==> src/rtl/lane_pkg.sv <==
// Shared types and default patterns for the scrolling traffic lanes.
package lane_pkg;

  typedef enum logic {
    RUN  = 1'b0,
    DEAD = 1'b1
  } lane_state_t;

  localparam int unsigned LANE_WIDTH_DEF    = 16;
  localparam int unsigned LANE_PERIOD_W_DEF = 9;

  localparam logic [15:0] LANE_INIT_16 = 16'h8C63;
  localparam logic [15:0] LANE_GG_16   = 16'h9989;

endpackage : lane_pkg

==> src/rtl/lane_tick.sv <==
// Programmable tick divider: tick_c fires on enabled cycles where count >= period.
module lane_tick #(
  parameter int unsigned PERIOD_W = 9
) (
  input  logic                clk,
  input  logic                reset,
  input  logic                enable,
  input  logic                clear,
  input  logic [PERIOD_W-1:0] period,
  output logic                tick_c
);

  logic [PERIOD_W-1:0] count;

  // >= rather than == so a period lowered below count ticks at once.
  assign tick_c = enable & ~clear & (count >= period);

  always_ff @(posedge clk or negedge reset) begin
    if (!reset) begin
      count <= '0;
    end else if (clear) begin
      count <= '0;
    end else if (enable) begin
      count <= tick_c ? '0 : count + PERIOD_W'(1);
    end
  end

endmodule : lane_tick

==> src/rtl/lane_scroller.sv <==
// Frogger traffic lane: rotates a WIDTH-bit pattern per tick, freezes to GG_PATTERN on a hit.
// Define LANE_COLLIDE_EN to kill the lane on an internal frog/car collision.
module lane_scroller
  import lane_pkg::*;
#(
  parameter int unsigned       WIDTH        = LANE_WIDTH_DEF,
  parameter int unsigned       PERIOD_W     = LANE_PERIOD_W_DEF,
  parameter logic [WIDTH-1:0]  INIT_PATTERN = WIDTH'(LANE_INIT_16),
  parameter logic [WIDTH-1:0]  GG_PATTERN   = WIDTH'(LANE_GG_16)
) (
  input  logic                     clk,
  input  logic                     reset,
  input  logic                     enable,
  input  logic [PERIOD_W-1:0]      period,
  input  logic                     dir,
  input  logic                     hit,
  input  logic                     restart,
  input  logic                     frog_lane,
  input  logic [$clog2(WIDTH)-1:0] frog_col,
  output logic [WIDTH-1:0]         pixels,
  output logic                     step,
  output logic                     dead,
  output logic                     collide
);

  lane_state_t state;
  logic        tick_c;
  logic        kill_c;
  logic        car_c;
  logic        div_en_c;

`ifdef LANE_COLLIDE_EN
  assign car_c  = frog_lane & (32'(frog_col) < WIDTH) & pixels[frog_col];
  assign kill_c = hit | collide;
`else
  logic unused_frog;
  assign unused_frog = ^{frog_lane, frog_col};
  assign car_c  = 1'b0;
  assign kill_c = hit;
`endif

  // Divider only advances while alive and not being killed this cycle.
  assign div_en_c = enable & (state == RUN) & ~kill_c;

  lane_tick #(
    .PERIOD_W (PERIOD_W)
  ) u_tick (
    .clk    (clk),
    .reset  (reset),
    .enable (div_en_c),
    .clear  (restart),
    .period (period),
    .tick_c (tick_c)
  );

  always_ff @(posedge clk or negedge reset) begin
    if (!reset) begin
      state   <= RUN;
      pixels  <= INIT_PATTERN;
      step    <= 1'b0;
      dead    <= 1'b0;
      collide <= 1'b0;
    end else begin
      step <= 1'b0;
      if (restart) begin
        state   <= RUN;
        pixels  <= INIT_PATTERN;
        dead    <= 1'b0;
        collide <= 1'b0;
      end else if (state == RUN) begin
        collide <= car_c;
        if (kill_c) begin
          state  <= DEAD;
          pixels <= GG_PATTERN;
          dead   <= 1'b1;
        end else if (tick_c) begin
          pixels <= dir ? {pixels[0], pixels[WIDTH-1:1]}
                        : {pixels[WIDTH-2:0], pixels[WIDTH-1]};
          step   <= 1'b1;
        end
      end else begin
        collide <= 1'b0;
      end
    end
  end

endmodule : lane_scroller

==> config.mk <==
export PLATFORM = sky130hd
export DESIGN_NAME = lane_scroller
export DESIGN_NICKNAME = d
export VERILOG_FILES = /design/src/rtl/lane_pkg.sv /design/src/rtl/lane_tick.sv /design/src/rtl/lane_scroller.sv
export SDC_FILE = /design/constraint.sdc
export NUM_CORES = 1
export LEC_CHECK = 0
export CAP_MARGIN = 20
export CORE_ASPECT_RATIO = 1.1
export CORE_MARGIN = 3
export CORE_UTILIZATION = 45
export CTS_CLUSTER_SIZE = 16
export DETAILED_ROUTE_END_ITERATION = 8
export GPL_TIMING_DRIVEN = 0
export PLACE_DENSITY_LB_ADDON = 0.2
export SETUP_SLACK_MARGIN = 0.5
export SKIP_CTS_REPAIR_TIMING = 1
export SLEW_MARGIN = 30
export SYNTH_ARGS = -nofsm -noshare
export SYNTH_HDL_FRONTEND = slang
export SYNTH_HIERARCHICAL = 1
export SYNTH_SLANG_ARGS = --single-unit
==> constraint.sdc <==
create_clock -name clk -period 2.5 [get_ports clk]
set_input_delay 0.5 -clock clk [delete_from_list [all_inputs] [get_ports clk]]
set_output_delay 0.5 -clock clk [all_outputs]
set_load 0.01 [all_outputs]
Word-level counts from Yosys, hierarchy flattened
Cells that the tools add are included.

storage, ports and cells
  logic and storage cells = 38
  register bits = 28

operators by class
  mux-type cells = 18
  order comparisons = 1
  add/subtract/negate cells = 1
  bitwise logic cells = 7
  reduce and logical (&&, ||, !) cells = 5
  equality and inequality tests = 1

operators with widths
  operator                                     count
  two-way mux 16 bit                           5
  two-way mux 9 bit                            3
  two-way mux 1 bit                            10
  adder 9 x 1 -> 9 bit, second input constant  1
  greater-or-equal comparator 9 bit            1
  bitwise AND 1 bit                            4
  AND reduction 2 bit                          2
  nonzero test 2 bit                           2
  NOT 1 bit                                    3
  nonzero test 3 bit                           1
  != test 2 bit, second input constant         1

Logic depth before layout (Yosys ltp)
Gate-level depths: netlist of the first run.

  depth after elaboration = 9
  mapped depth = 12

Modules after synthesis
The synthesis of the first run kept the hierarchy.

modules (own cells, without submodules)
  module         area an instance (um2)  cells an instance  instances  seq. area each (um2)
  lane_scroller  1,004.7                 86                 1          484.2
  lane_tick      799.5                   102                1          225.2

Worst setup path before layout of the first run
OpenSTA, ideal clock, no wires.

  path type = input port to flip-flop
  start point = in period[8]
  end point = reg pixels[1]
  arrival time = 2,316 ps
  cell stages on the path = 10
  buffers on the path = 3
  path slack = 99 ps
  cell sequence = inv_1 > ha_1 > nand2_1 > or3_1 > buf_2 > buf_6 > a21oi_1 > buf_4 > or3b_4 > o221ai_1

between the ends
  longest elaborated chain between the ends = 4

RTL lines
  item                                  RTL line             RTL
  start, declared                       lane_scroller.sv:14  input logic [PERIOD_W-1:0] period,
  greater-or-equal comparator 9 bit     lane_tick.sv:16      assign tick_c = enable & ~clear & (count >= period);
  bitwise AND 1 bit                     lane_tick.sv:16
  net tick_c                            lane_scroller.sv:27  logic tick_c;
  nonzero test 3 bit (no source line)   n/a
  AND reduction 2 bit (no source line)  n/a
  end signal, assigned                  lane_scroller.sv:77  pixels <= dir ? {pixels[0], pixels[WIDTH-1:1]}
  end, declared                         lane_scroller.sv:20  output logic [WIDTH-1:0] pixels,

The timed path passes the listed nets, and every way through them passes these cells.
A chain may end at the register's enable or synchronous reset.

Worst setup path after layout of the first run
  start point = reg u_tick.count[4]
  end point = reg pixels[6]

between the ends
  longest elaborated chain between the ends = 4

RTL lines
  item                                  RTL line             RTL
  start, declared                       lane_tick.sv:13      logic [PERIOD_W-1:0] count;
  start signal, assigned                lane_tick.sv:24      count <= tick_c ? '0 : count + PERIOD_W'(1);
  greater-or-equal comparator 9 bit     lane_tick.sv:16
  bitwise AND 1 bit                     lane_tick.sv:16
  net tick_c                            lane_scroller.sv:27
  nonzero test 3 bit (no source line)   n/a
  AND reduction 2 bit (no source line)  n/a

The timed path passes the listed nets, and every way through them passes these cells.

==> results of run 1 <==
-- logic make-up after synthesis --
logic type | after synthesis | synth area share
AO/OA/AOI/OAI | 47 | 0.1879
AND/OR/NAND/NOR | 61 | 0.1845
other | 1 | 0.002078
adder cells (fa/ha/maj) | 10 | 0.06935
multiplexers | 16 | 0.08946
buffers and inverters | 25 | 0.07351
flip-flops | 28 | 0.3932
-- how the worst min path moves through the flow --
stage	from	endpoint	slack, ns	cells past startpoint
after floorplan	reset	dead$_DFFE_PN0P_	0.20	0
after global placement	dead$_DFFE_PN0P_	dead$_DFFE_PN0P_	0.48	2
after detailed placement	dead$_DFFE_PN0P_	dead$_DFFE_PN0P_	0.51	2
after CTS	reset	step$_DFF_PN0_	0.25	1
after global routing	reset	step$_DFF_PN0_	0.27	1
final	reset	step$_DFF_PN0_	0.24	1
-- cell usage in the layout (no fill, tap or decap), drive strengths merged, types with 3 or more instances in the layout --
cell           instances
a211oi                 4
a21oi                 13
a2bb2oi                3
a41oi                  3
buf                   29
clkbuf                 7
clkdlybuf4s50         20
dfrtp                 21
dfstp                  7
dlymetal6s2s          10
ha                    10
inv                   13
mux2i                 15
nand2                 13
nand2b                 7
nand3                  6
nand4                  7
nor2                  11
nor2b                  4
nor3                   5
o21ai                  5
o21bai                 4
o221ai                 3
o2bb2ai                5
-- critical path, cell delays in order (launching register included) --
cell and delay [ns]:
dfrtp_2 0.46, ha_4 0.29, a21oi_2 0.05, or3_4 0.37
buf_6 0.14, buf_8 0.12, a21oi_2 0.12, buf_6 0.14
or3b_4 0.42, o221ai_2 0.18
-- sequential cells by signal, summed over array words and instances (netlist names) --
| name | cells |
|---|---|
| u_tick/count | 9 |
| state | 1 |
| dead | 1 |
| step | 1 |
| pixels | 16 |
-- metal layers --
layer  share of wire  wire length (µm)  vias up
li1                -                 -      792
met1            0.39              1804      803
met2            0.57              2604       38
met3           0.033               149        2
met4          0.0031                14        0
met5               0                 0        -
-- metrics by stage --
step	utilization	cell area [µm²]
floorplan	-	1906
global placement	0.6090	2278
detailed placement	0.6077	2273
CTS	0.6224	2328
global route	0.7043	2635
finish	0.7043	2635
-- final cells by class --
cell class                      instances  area (µm²)  share of cell area
Inverter                               13       66.31             0.02517
Clock buffer                            4       55.05             0.02089
Timing Repair Buffer                   50       473.0              0.1795
Multi-Input combinational cell        135        1165              0.4421
Sequential cell                        28       713.2              0.2707
Buffer                                 12       100.1             0.03799
Tap cell                               50       62.56             0.02374
-- power by group through the flow --
stage                     registers, mW  clock network, mW  logic, mW
after global routing              0.500              0.304      0.229
after floorplan                   0.505                  0      0.107
after CTS                         0.496              0.289      0.189
after global placement            0.503                  0      0.183
after detailed placement          0.505                  0      0.188
final                             0.497              0.275      0.208
==> out/metrics.cfg, run 1 <==
[outcome]
outcome = finished, final reports clean

[final_layout]
n_antenna_cell = 0
layout-drive-gt1-share = 0.3636
n_fill_cell = 269
fin_cells = 292
area_delta_synth_final_pct = 46.05
final_nets = 273

[power_and_ir_drop]
p_sw_mw = 0.2621
powerDensity_nw_per_um2 = 371.6
switching_share = 0.2677
power.leakage_nw = 1.178
internal_power_mw = 0.7172
seqPwrFrac = 0.507
finalPower_mw = 0.9793
clkPwrFrac = 0.281
p_comb_frac = 0.212
peakVddDrop_uv = 215.1

[critical_path]
end_kind = register
rr_startpoint = u_tick/count[4]$_DFFE_PN0P_
critPathLaunchType = register
crit_path_start = u_tick/count[4]$_DFFE_PN0P_
worstPathRequired_ns = 2.70
path_max_fanout = 8
r2r-end = pixels[6]$_DFFE_PN1P_
worst_ep_arrival_time_ns = 2.56
reg2reg_setup_slack_ns = 0.14
rr_worst_depth = 9
critical_path_class = register to register
critical_path.endpoint = pixels[6]$_DFFE_PN1P_

[timing]
drv_slew = 0
maxSlewHeadroom = 0.5767
period_share = 0.9436
fin_crit_ns = 2.359
fin_ws_ns = 0.1411
rsz0062_at_grt = true
hold_violations = 0
holdWs_ns = 0.2424
fmax_mhz = 423.9
tns_ns = 0
finalClockSkew_ns = 0.003139
worstMarginPinSlew_ns = 0.6349
setup_viol = 0

[min_path]
min_path_type = primary input to async pin

[global_route]
met1_usage = 0.2134
grtUsageMet3 = 0.01858
grt_pass1_vias = 1528
grt_pass1_wl_um = 7010
grt_max_degree = 29
grt_use_met2 = 0.3539
grt-busiest-layer = met2
overflow = 0
antenna_found_initial = 0
grt_use_total = 0.1838

[floorplan]
ioPinCount = 39
die_area_um2 = 4806
core_um2 = 3741
rows = 23
initial_utilization = 0.4823
die_x_um = 66.38
die_height_um = 72.41

[yosys]
synth_area_leaders = dfrtp_1, dfstp_2, mux2i_1, ha_1, a21oi_1
ys_seq_elements = 28
synth-edff-count = 0
synth_common_cells = dfrtp_1, mux2i_1, a21oi_1, inv_1, nand2_1
yosysMostFrequentCell = dfrtp_1
synth_top_flop_cell = dfrtp_1
yosys_warnings = 6
syn_inst = 188
yosysTopAreaCell = dfrtp_1
ys_seq_area_frac = 0.3932
synth_top_area_share = 0.2913
synth_cell_types = 42
async_flop_share = 1.000
syn-cell-area_um2 = 1804
syn_nets = 218
syn_avg_cell_area_um2 = 9.597

[routing]
antenna_left = 0
drt_iter0_drc = 106
drc_errors = 0
wire_per_inst_um = 15.66
routed_wl_um = 4573
first_pass_iters = 4
via_per_inst = 5.599
route.vias.total = 1635

[place]
numPortBuffers = 31
dpl.hpwl_um = 3160
place_congestion = 0.8904
dp.cells = 269
pre_cts_ws_ns = -0.6177

[clock_tree]
cts_max_path_buffers = 2
cts-buffers-inserted = 3
cts-htree-levels = 1
root_buffer = clkbuf_8
cts_sinks = 28
clk_latency_ns = 0.27
clkTransAtPathRegs_ns = 0.09
cts_tree = done

[job]
cap_violations = 0

No activity file was read; power rests on OpenSTA's default activity.
==> run 2: changes to the inputs <==
Settings changed: CAP_MARGIN 20 to default.
==> results of run 2 <==
The final DEF is identical to that of run 1; final timing and power are the same.
